### config.mk
export PLATFORM = sky130hd
export DESIGN_NAME = bcd_to_bin_seq
export DESIGN_NICKNAME = d
export VERILOG_FILES = /design/src/rtl/bcd_pkg.sv /design/src/rtl/bcd_rdd_step.sv /design/src/rtl/bcd_to_bin_seq.sv
export SDC_FILE = /design/constraint.sdc
export NUM_CORES = 1
export LEC_CHECK = 0
export CAP_MARGIN = 20
export CORE_UTILIZATION = 25
export DETAILED_ROUTE_END_ITERATION = 8
export PLACE_DENSITY = 0.39
export SKIP_CTS_REPAIR_TIMING = 1
export SYNTH_ARGS = -nofsm -noshare
export SYNTH_HDL_FRONTEND = slang
export SYNTH_SLANG_ARGS = --single-unit
### constraint.sdc
create_clock -name clk -period 2 [get_ports clk]
set_input_delay 0.5 -clock clk [delete_from_list [all_inputs] [get_ports clk]]
set_output_delay 0.5 -clock clk [all_outputs]
set_load 0.01 [all_outputs]
### src/rtl/bcd_pkg.sv
// Shared BCD definitions used by the BCD <-> binary conversion blocks.
package bcd_pkg;

   localparam int unsigned BCD_NIBBLE_W  = 4;
   localparam logic [3:0]  BCD_DIGIT_MAX = 4'd9;

   typedef enum logic [1:0] {
      IDLE,
      CONV,
      DONE
   } bcd_conv_state_t;

endpackage : bcd_pkg

### src/rtl/bcd_rdd_step.sv
// One reverse-double-dabble iteration: shift {bcd,acc} right by one, then
// correct every BCD nibble that reached 8 or more by subtracting 3.
module bcd_rdd_step
   import bcd_pkg::*;
#(
   parameter int unsigned DIGITS = 8
) (
   input  logic [DIGITS*BCD_NIBBLE_W-1:0] bcd_i,
   input  logic [DIGITS*BCD_NIBBLE_W-1:0] acc_i,
   output logic [DIGITS*BCD_NIBBLE_W-1:0] bcd_c,
   output logic [DIGITS*BCD_NIBBLE_W-1:0] acc_c
);

   localparam int unsigned W = DIGITS * BCD_NIBBLE_W;

   logic [W-1:0]            bcd_sh;
   logic [BCD_NIBBLE_W-1:0] nib;

   // Shift the pair as one word, then apply per-nibble correction to the BCD half.
   always_comb begin
      acc_c  = {bcd_i[0], acc_i[W-1:1]};
      bcd_sh = {1'b0, bcd_i[W-1:1]};
      bcd_c  = '0;
      nib    = '0;
      for (int unsigned i = 0; i < DIGITS; i++) begin
         nib = bcd_sh[i*BCD_NIBBLE_W +: BCD_NIBBLE_W];
         bcd_c[i*BCD_NIBBLE_W +: BCD_NIBBLE_W] = (nib >= 4'd8) ? (nib - 4'd3) : nib;
      end
   end

endmodule : bcd_rdd_step

### src/rtl/bcd_to_bin_seq.sv
// Sequential BCD-to-binary converter, one reverse-double-dabble iteration per
// clock, valid/ready on both sides, one conversion in flight.
module bcd_to_bin_seq
   import bcd_pkg::*;
#(
   parameter int unsigned DIGITS = 8,
   parameter int unsigned BIN_W  = 24
) (
   input  logic                           clk,
   input  logic                           rst_n,
   input  logic                           in_valid,
   output logic                           in_ready,
   input  logic [DIGITS*BCD_NIBBLE_W-1:0] in_bcd,
   output logic                           out_valid,
   input  logic                           out_ready,
   output logic [BIN_W-1:0]               out_bin,
   output logic                           out_err,
   output logic                           out_ovf
);

   localparam int unsigned     BCD_W    = DIGITS * BCD_NIBBLE_W;
   localparam int unsigned     CNT_W    = $clog2(BCD_W) + 1;
   localparam logic [CNT_W-1:0] CNT_LAST = CNT_W'(BCD_W - 1);

   bcd_conv_state_t state_q, state_d;
   logic [BCD_W-1:0] bcd_q, bcd_d;
   logic [BCD_W-1:0] acc_q, acc_d;
   logic [CNT_W-1:0] cnt_q, cnt_d;
   logic             err_q, err_d;
   logic             in_ready_q, in_ready_d;
   logic             out_valid_q, out_valid_d;
   logic [BIN_W-1:0] out_bin_q, out_bin_d;
   logic             out_err_q, out_err_d;
   logic             out_ovf_q, out_ovf_d;

   logic [BCD_W-1:0] bcd_step_c;
   logic [BCD_W-1:0] acc_step_c;
   logic             err_in_c;
   logic             ovf_c;

   bcd_rdd_step #(
      .DIGITS (DIGITS)
   ) u_step (
      .bcd_i (bcd_q),
      .acc_i (acc_q),
      .bcd_c (bcd_step_c),
      .acc_c (acc_step_c)
   );

   // Flag any incoming nibble that is not a decimal digit.
   always_comb begin
      err_in_c = 1'b0;
      for (int unsigned i = 0; i < DIGITS; i++) begin
         if (in_bcd[i*BCD_NIBBLE_W +: BCD_NIBBLE_W] > BCD_DIGIT_MAX) begin
            err_in_c = 1'b1;
         end
      end
   end

   // Overflow means the decimal value needed bits above the output width.
   if (BIN_W < BCD_W) begin : g_ovf
      assign ovf_c = |acc_step_c[BCD_W-1:BIN_W];
   end else begin : g_no_ovf
      assign ovf_c = 1'b0;
   end

   // Next-state, datapath and output-register update.
   always_comb begin
      state_d     = state_q;
      bcd_d       = bcd_q;
      acc_d       = acc_q;
      cnt_d       = cnt_q;
      err_d       = err_q;
      in_ready_d  = in_ready_q;
      out_valid_d = out_valid_q;
      out_bin_d   = out_bin_q;
      out_err_d   = out_err_q;
      out_ovf_d   = out_ovf_q;

      unique case (state_q)
         IDLE: begin
            if (in_valid && in_ready_q) begin
               state_d    = CONV;
               bcd_d      = in_bcd;
               acc_d      = '0;
               cnt_d      = '0;
               err_d      = err_in_c;
               in_ready_d = 1'b0;
            end
         end
         CONV: begin
            bcd_d = bcd_step_c;
            acc_d = acc_step_c;
            cnt_d = cnt_q + CNT_W'(1);
            if (cnt_q == CNT_LAST) begin
               state_d     = DONE;
               out_valid_d = 1'b1;
               out_err_d   = err_q;
               out_ovf_d   = ovf_c && !err_q;
               out_bin_d   = err_q ? '0 : acc_step_c[BIN_W-1:0];
            end
         end
         DONE: begin
            if (out_valid_q && out_ready) begin
               state_d     = IDLE;
               out_valid_d = 1'b0;
               in_ready_d  = 1'b1;
            end
         end
         default: begin
            state_d     = IDLE;
            in_ready_d  = 1'b1;
            out_valid_d = 1'b0;
         end
      endcase
   end

   // State and register bank; reset aborts any conversion in progress.
   always_ff @(posedge clk or negedge rst_n) begin
      if (!rst_n) begin
         state_q     <= IDLE;
         bcd_q       <= '0;
         acc_q       <= '0;
         cnt_q       <= '0;
         err_q       <= 1'b0;
         in_ready_q  <= 1'b1;
         out_valid_q <= 1'b0;
         out_bin_q   <= '0;
         out_err_q   <= 1'b0;
         out_ovf_q   <= 1'b0;
      end else begin
         state_q     <= state_d;
         bcd_q       <= bcd_d;
         acc_q       <= acc_d;
         cnt_q       <= cnt_d;
         err_q       <= err_d;
         in_ready_q  <= in_ready_d;
         out_valid_q <= out_valid_d;
         out_bin_q   <= out_bin_d;
         out_err_q   <= out_err_d;
         out_ovf_q   <= out_ovf_d;
      end
   end

   assign in_ready  = in_ready_q;
   assign out_valid = out_valid_q;
   assign out_bin   = out_bin_q;
   assign out_err   = out_err_q;
   assign out_ovf   = out_ovf_q;

endmodule : bcd_to_bin_seq

Word-level counts from Yosys, hierarchy flattened. Index checks and enable logic that the tools add are counted.

Word-level logic and storage cells: 86. Output and inout port bits: 28. Input bits: 36. Register bits: 101.

Equal/unequal tests: 6. Order comparisons: 15. Reduce and logical (&&, ||, !) cells: 13. Bitwise logic cells: 2. Mux-type cells: 32. Add/sub/neg operators: 8.

Operators with widths (number): 32-bit one-hot mux with 2 select lines (2); 32-bit 2-to-1 mux (2); 4-bit greater-than comparator, second input constant (8); 4-bit greater-or-equal comparator, second input constant (7); 4-bit 2-to-1 mux (7); 4-bit by 2-bit subtractor with 4-bit output, second input constant (7); 24-bit 2-to-1 mux (1); 1-bit 2-to-1 mux (12); 6-bit one-hot mux with 2 select lines (1); 3-bit AND reduction (3); 8-bit OR reduction (1); 6-bit by 1-bit adder with 6-bit output, second input constant (1); 6-bit by 5-bit equality test with 1-bit output, second input constant (1); 2-bit 2-to-1 mux (3); 6-bit 2-to-1 mux (1); 2-bit inequality test, second input constant (3); 1-bit one-hot mux with 3 select lines (2); 2-bit one-hot mux with 3 select lines (1); 2-bit AND reduction (3); 1-bit logical AND (3); 2-bit by 1-bit equality test with 1-bit output, second input constant (1); 2-bit equality test, second input constant (1); 2-bit zero test (1); 1-bit inverter (2); other kinds (2) (2).

Depth between registers and ports, before layout.
Depth after elaboration: 9. Gate-level depth with buffers: 7. Gate-level depth less buffers: 5.

Hierarchy. Synthesis repeated with hierarchy kept, for this count alone.

Cell total of the unflattened synthesis: 542. Area total of the unflattened synthesis: 5225.0 µm².

Modules (own cells, without submodules): bcd_to_bin_seq (seq. area each 2528.7 µm², instances 1, cells an instance 428, area an instance 4416.7 µm²); bcd_rdd_step (seq. area each 0.0 µm², instances 1, cells an instance 114, area an instance 808.3 µm²).

Worst setup path before layout. OpenSTA, ideal clock, no wires.

Kind: register -> register. Start point: register cnt_q[0]. End point: register out_bin_q[10], in the netlist out_bin[10]. Library setup time: 0.125 ns. Cell stages (with the launch flop): 7. Path buffers: 2. Arrival: 1.567 ns. Period minus slack after synthesis: 1.692 ns. Required time: 1.875 ns. Path slack: 0.308 ns. Cell sequence: dfrtp_1 -> ha_1 -> and3_1 -> and4_4 -> buf_6 -> buf_12 -> mux2_4.

Word-level cells in the longest chain between the ends: 2.

RTL lines: start: declaration (RTL line bcd_to_bin_seq.sv:28) `logic [CNT_W-1:0] cnt_q, cnt_d;`; start signal: assignment (RTL line bcd_to_bin_seq.sv:135) `cnt_q <= cnt_d;`; 6-bit by 5-bit equality test with 1-bit output (RTL line bcd_to_bin_seq.sv:95) `if (cnt_q == CNT_LAST) begin`; 2-bit AND reduction (no source line); end signal: assignment (RTL line bcd_to_bin_seq.sv:139) `out_bin_q <= out_bin_d;`; end: declaration (RTL line bcd_to_bin_seq.sv:32) `logic [BIN_W-1:0] out_bin_q, out_bin_d;`.

No other way between the ends. A chain may end at the register's enable or synchronous reset.

Final worst setup path.
Start point: register in_ready_q, in the netlist in_ready. End point: output in_ready.

RTL lines: start: declaration (RTL line bcd_to_bin_seq.sv:30) `logic in_ready_q, in_ready_d;`; start signal: assignment (RTL line bcd_to_bin_seq.sv:137) `in_ready_q <= in_ready_d;`; end: declaration (RTL line bcd_to_bin_seq.sv:12) `output logic in_ready,`.

No word-level cell between the ends.

==> reports/metrics.json <==
{
  "drc": 0,
  "switching_share": 0.344,
  "timing_hold_violations_final": 0,
  "worst_setup_path_end_kind": "primary output",
  "clk_pin_slew_worst_paths_ns": 0.07,
  "critPathArrivalTime_ns": 1.43,
  "grt_max_degree": 49,
  "total_number_of_vias": 3747,
  "final_core_occ": 0.330,
  "final.period_utilization": 0.966,
  "synth_area_sq_um": 5040,
  "post-synth-top-count-cell": "dfrtp_1",
  "timing.critical_path.cells": "clkdlybuf4s50_1",
  "asyncSetResetFlopFracSynth": 1.00,
  "path_delay_family": "flip-flops",
  "worstPathMaxFanout": 2,
  "std_cell_rows": 51,
  "rsz0062_at_grt": "false",
  "netlist.top_cell.by_area": "dfrtp_1",
  "final_layout_size_suffix_gt1_frac": 0.132,
  "yosysWarnings": 0,
  "ys_ff_latch": 100,
  "antenna_violations_before_repair": 0,
  "synthDistinctLibCells": 49,
  "cts_root_buf": "clkbuf_16",
  "p_leak_nw": 2.91,
  "area_of_the_die_sq_um": 20700,
  "critPathBufInv": 1,
  "synthTopCellsByCount": "dfrtp_1 (99), nand2_1 (81), nand3_1 (40)",
  "fmaxAchievable_mhz": 518,
  "vias_per_cell": 4.55,
  "avgRoutedWirePerCell_um": 15.5,
  "ant_diodes": 0,
  "slack_of_the_worst_reg_to_reg_path_ns": 0.21,
  "sequential_area_sq_um": 2500,
  "share_seq_of_total_power": 0.415,
  "initial_core_util": 0.257,
  "edff_count_synth": 0,
  "worst_hold_path_type": "in2async",
  "max_cap_viols": 0,
  "run_status": "completed",
  "grt_pass1_vias": 3894,
  "grt_pass1_wl_um": 21100,
  "clk_latency_ns": 0.35,
  "final.fill_count": 2038,
  "worst_r2r_path_depth": 5,
  "drt_first_iter_violations": 171,
  "detail-route-antenna-nets": 0,
  "power.density_nw_per_um2": 1220,
  "postSynth.topFlopCell": "dfrtp_1",
  "clkPwrFrac": 0.262,
  "worstSetupPathType": "reg2out",
  "multi_input_area_sq_um": 2280,
  "cts_tree": "built",
  "ys_seq_area_frac": 0.497,
  "detail_route.wirelength_um": 12800,
  "clock_sinks": 100,
  "firstDrtPassIters": 4,
  "p_switching_mw": 2.71,
  "timing_worst_slew_pin_value_ns": 0.492,
  "dp_hpwl_um": 8410,
  "cts_max_level": 3,
  "worst_setup_path_startpoint": "in_ready",
  "cts-root-to-sink-buffers": 2,
  "design.core.area_sq_um": 19600,
  "port-buffer-count": 63,
  "synthesis.nets": 538,
  "slew_headroom": 0.667,
  "layout-area-overhead-vs-synth_pct": 28.2,
  "worst_supply_voltage_drop_on_vdd_mv": 0.382,
  "fp.dieH_um": 144,
  "comb_power_share": 0.323,
  "globalRoute.totalOverflow": 0,
  "place.gp.congestion": 0.751,
  "cts_buf_count": 9,
  "grt_use_total": 0.135,
  "cp_slowest_cell": "dfstp_2",
  "timing.rr.start": "cnt_q[0]",
  "syn-mean-instance-area_sq_um": 10.3,
  "fin_worst_skew_ns": 0.00866,
  "synth_top_area_share": 0.492,
  "reg2reg_to": "out_bin[3]",
  "dpl.cell_count": 808,
  "final_nets": 606,
  "floorplan.io_pins": 64,
  "critical_path.max_stage_delay_ns": 0.55,
  "cell_internal_pwr_mw": 5.17,
  "synthCells": 487,
  "die_width_um": 144,
  "final-setup-viol-count": 0,
  "post_synth_main_area_contributors": "dfrtp_1 (49%), nand2_1 (6.0%), mux2_4 (5.7%)",
  "post-route-min-period_ns": 1.93,
  "critPathLaunchType": "flop",
  "maxSlewViolCount": 0,
  "instances_no_fill": 824,
  "required_ns": 1.50
}
-- state kept, by name, summed over array words and instances, names as in the netlist --
register / cells
out_bin: 24
out_err: 1
out_valid: 1
out_ovf: 1
acc_q: 31
cnt_q: 6
err_q: 1
in_ready: 1
bcd_q: 32
state_q: 2
-- cell type report --
type,count,share of cell area
multi-input combinational,336,0.354
inverter,19,0.0110
clock buffer,10,0.0370
tap,265,0.0513
sequential,100,0.387
timing repair buffer,89,0.143
clock inverter,5,0.0167
-- stage by stage --
stage / setup TNS, ns / power (mW) / instance area, sq um / setup WS, ns / hold WS, ns
after global routing: 0 / 8.51 / 6460 / 0.0266 / 0.0190
after detailed placement: -0.214 / 5.88 / 6110 / -0.0248 / 0.395
final: 0 / 7.88 / 6460 / 0.0687 / 0.0141
after global placement: -0.0821 / 5.82 / 6110 / -0.0151 / 0.393
after CTS: -0.0579 / 8.00 / 6450 / -0.0579 / 0.00968
after floorplan: 0 / 5.07 / 5040 / 0.308 / 0.204
-- power groups by stage --
stage / Sequential (mW) / Combinational [mW] / Clock (mW)
after floorplan: 3.13 / 1.94 / 0
after global placement: 3.30 / 2.51 / 0
after detailed placement: 3.31 / 2.57 / 0
after CTS: 3.27 / 2.59 / 2.14
after global routing: 3.38 / 2.90 / 2.23
final: 3.27 / 2.54 / 2.07
-- layout by cell type (no fill, tap or decap), types with 2 or more instances in the layout --
cell type / count
dfrtp_1: 99
nand2_1: 81
clkdlybuf4s50_1: 62
nand3_1: 40
nor2b_1: 31
inv_1: 19
mux2_4: 19
buf_4: 19
o21ai_0: 16
nor2_1: 16
xnor2_1: 15
ha_1: 15
a21oi_1: 13
o21ai_1: 10
clkbuf_16: 9
buf_12: 8
o211ai_1: 7
o22a_1: 7
mux2_1: 7
a221o_1: 7
o211a_1: 6
o21a_1: 6
o31ai_2: 5
o31ai_1: 4
or2_1: 3
o22ai_1: 3
bufinv_16: 3
and3_1: 2
o2bb2ai_1: 2
a211oi_1: 2
and4_1: 2
nor4_1: 2
-- layer usage --
metal | global-route usage | part of all wire | vias to the layer above
met5 | 0 | 0 | -
met1 | 0.183 | 0.49 | 1842
li1 | - | - | 1808
met4 | 0.0644 | 0.024 | 0
met3 | 0.0210 | 0.031 | 22
met2 | 0.208 | 0.46 | 75
-- worst max path at each step --
stage / endpoint / slack [ns] / cells after the start
final: in_ready / 0.07 / 1
after global placement: bcd_q[22] / -0.02 / 5
after CTS: in_ready / -0.06 / 1
after detailed placement: bcd_q[14] / -0.02 / 5
after floorplan: out_bin[10] / 0.31 / 6
after global routing: in_ready / 0.03 / 1
-- logic make-up (layout without fill, tap and decap cells) --
group	count (synthesis)	after routing	share of synthesized area
AOI/OAI and AO/OA	95	95	0.137
xor gates and xnor gates	15	15	0.0261
adders and majority gates	15	15	0.0372
buffers and inverters	51	123	0.0524
DFF	100	100	0.497
muxes	27	27	0.0742
and+or+nand+nor	184	184	0.176
(Power assumes the default switching activity.)
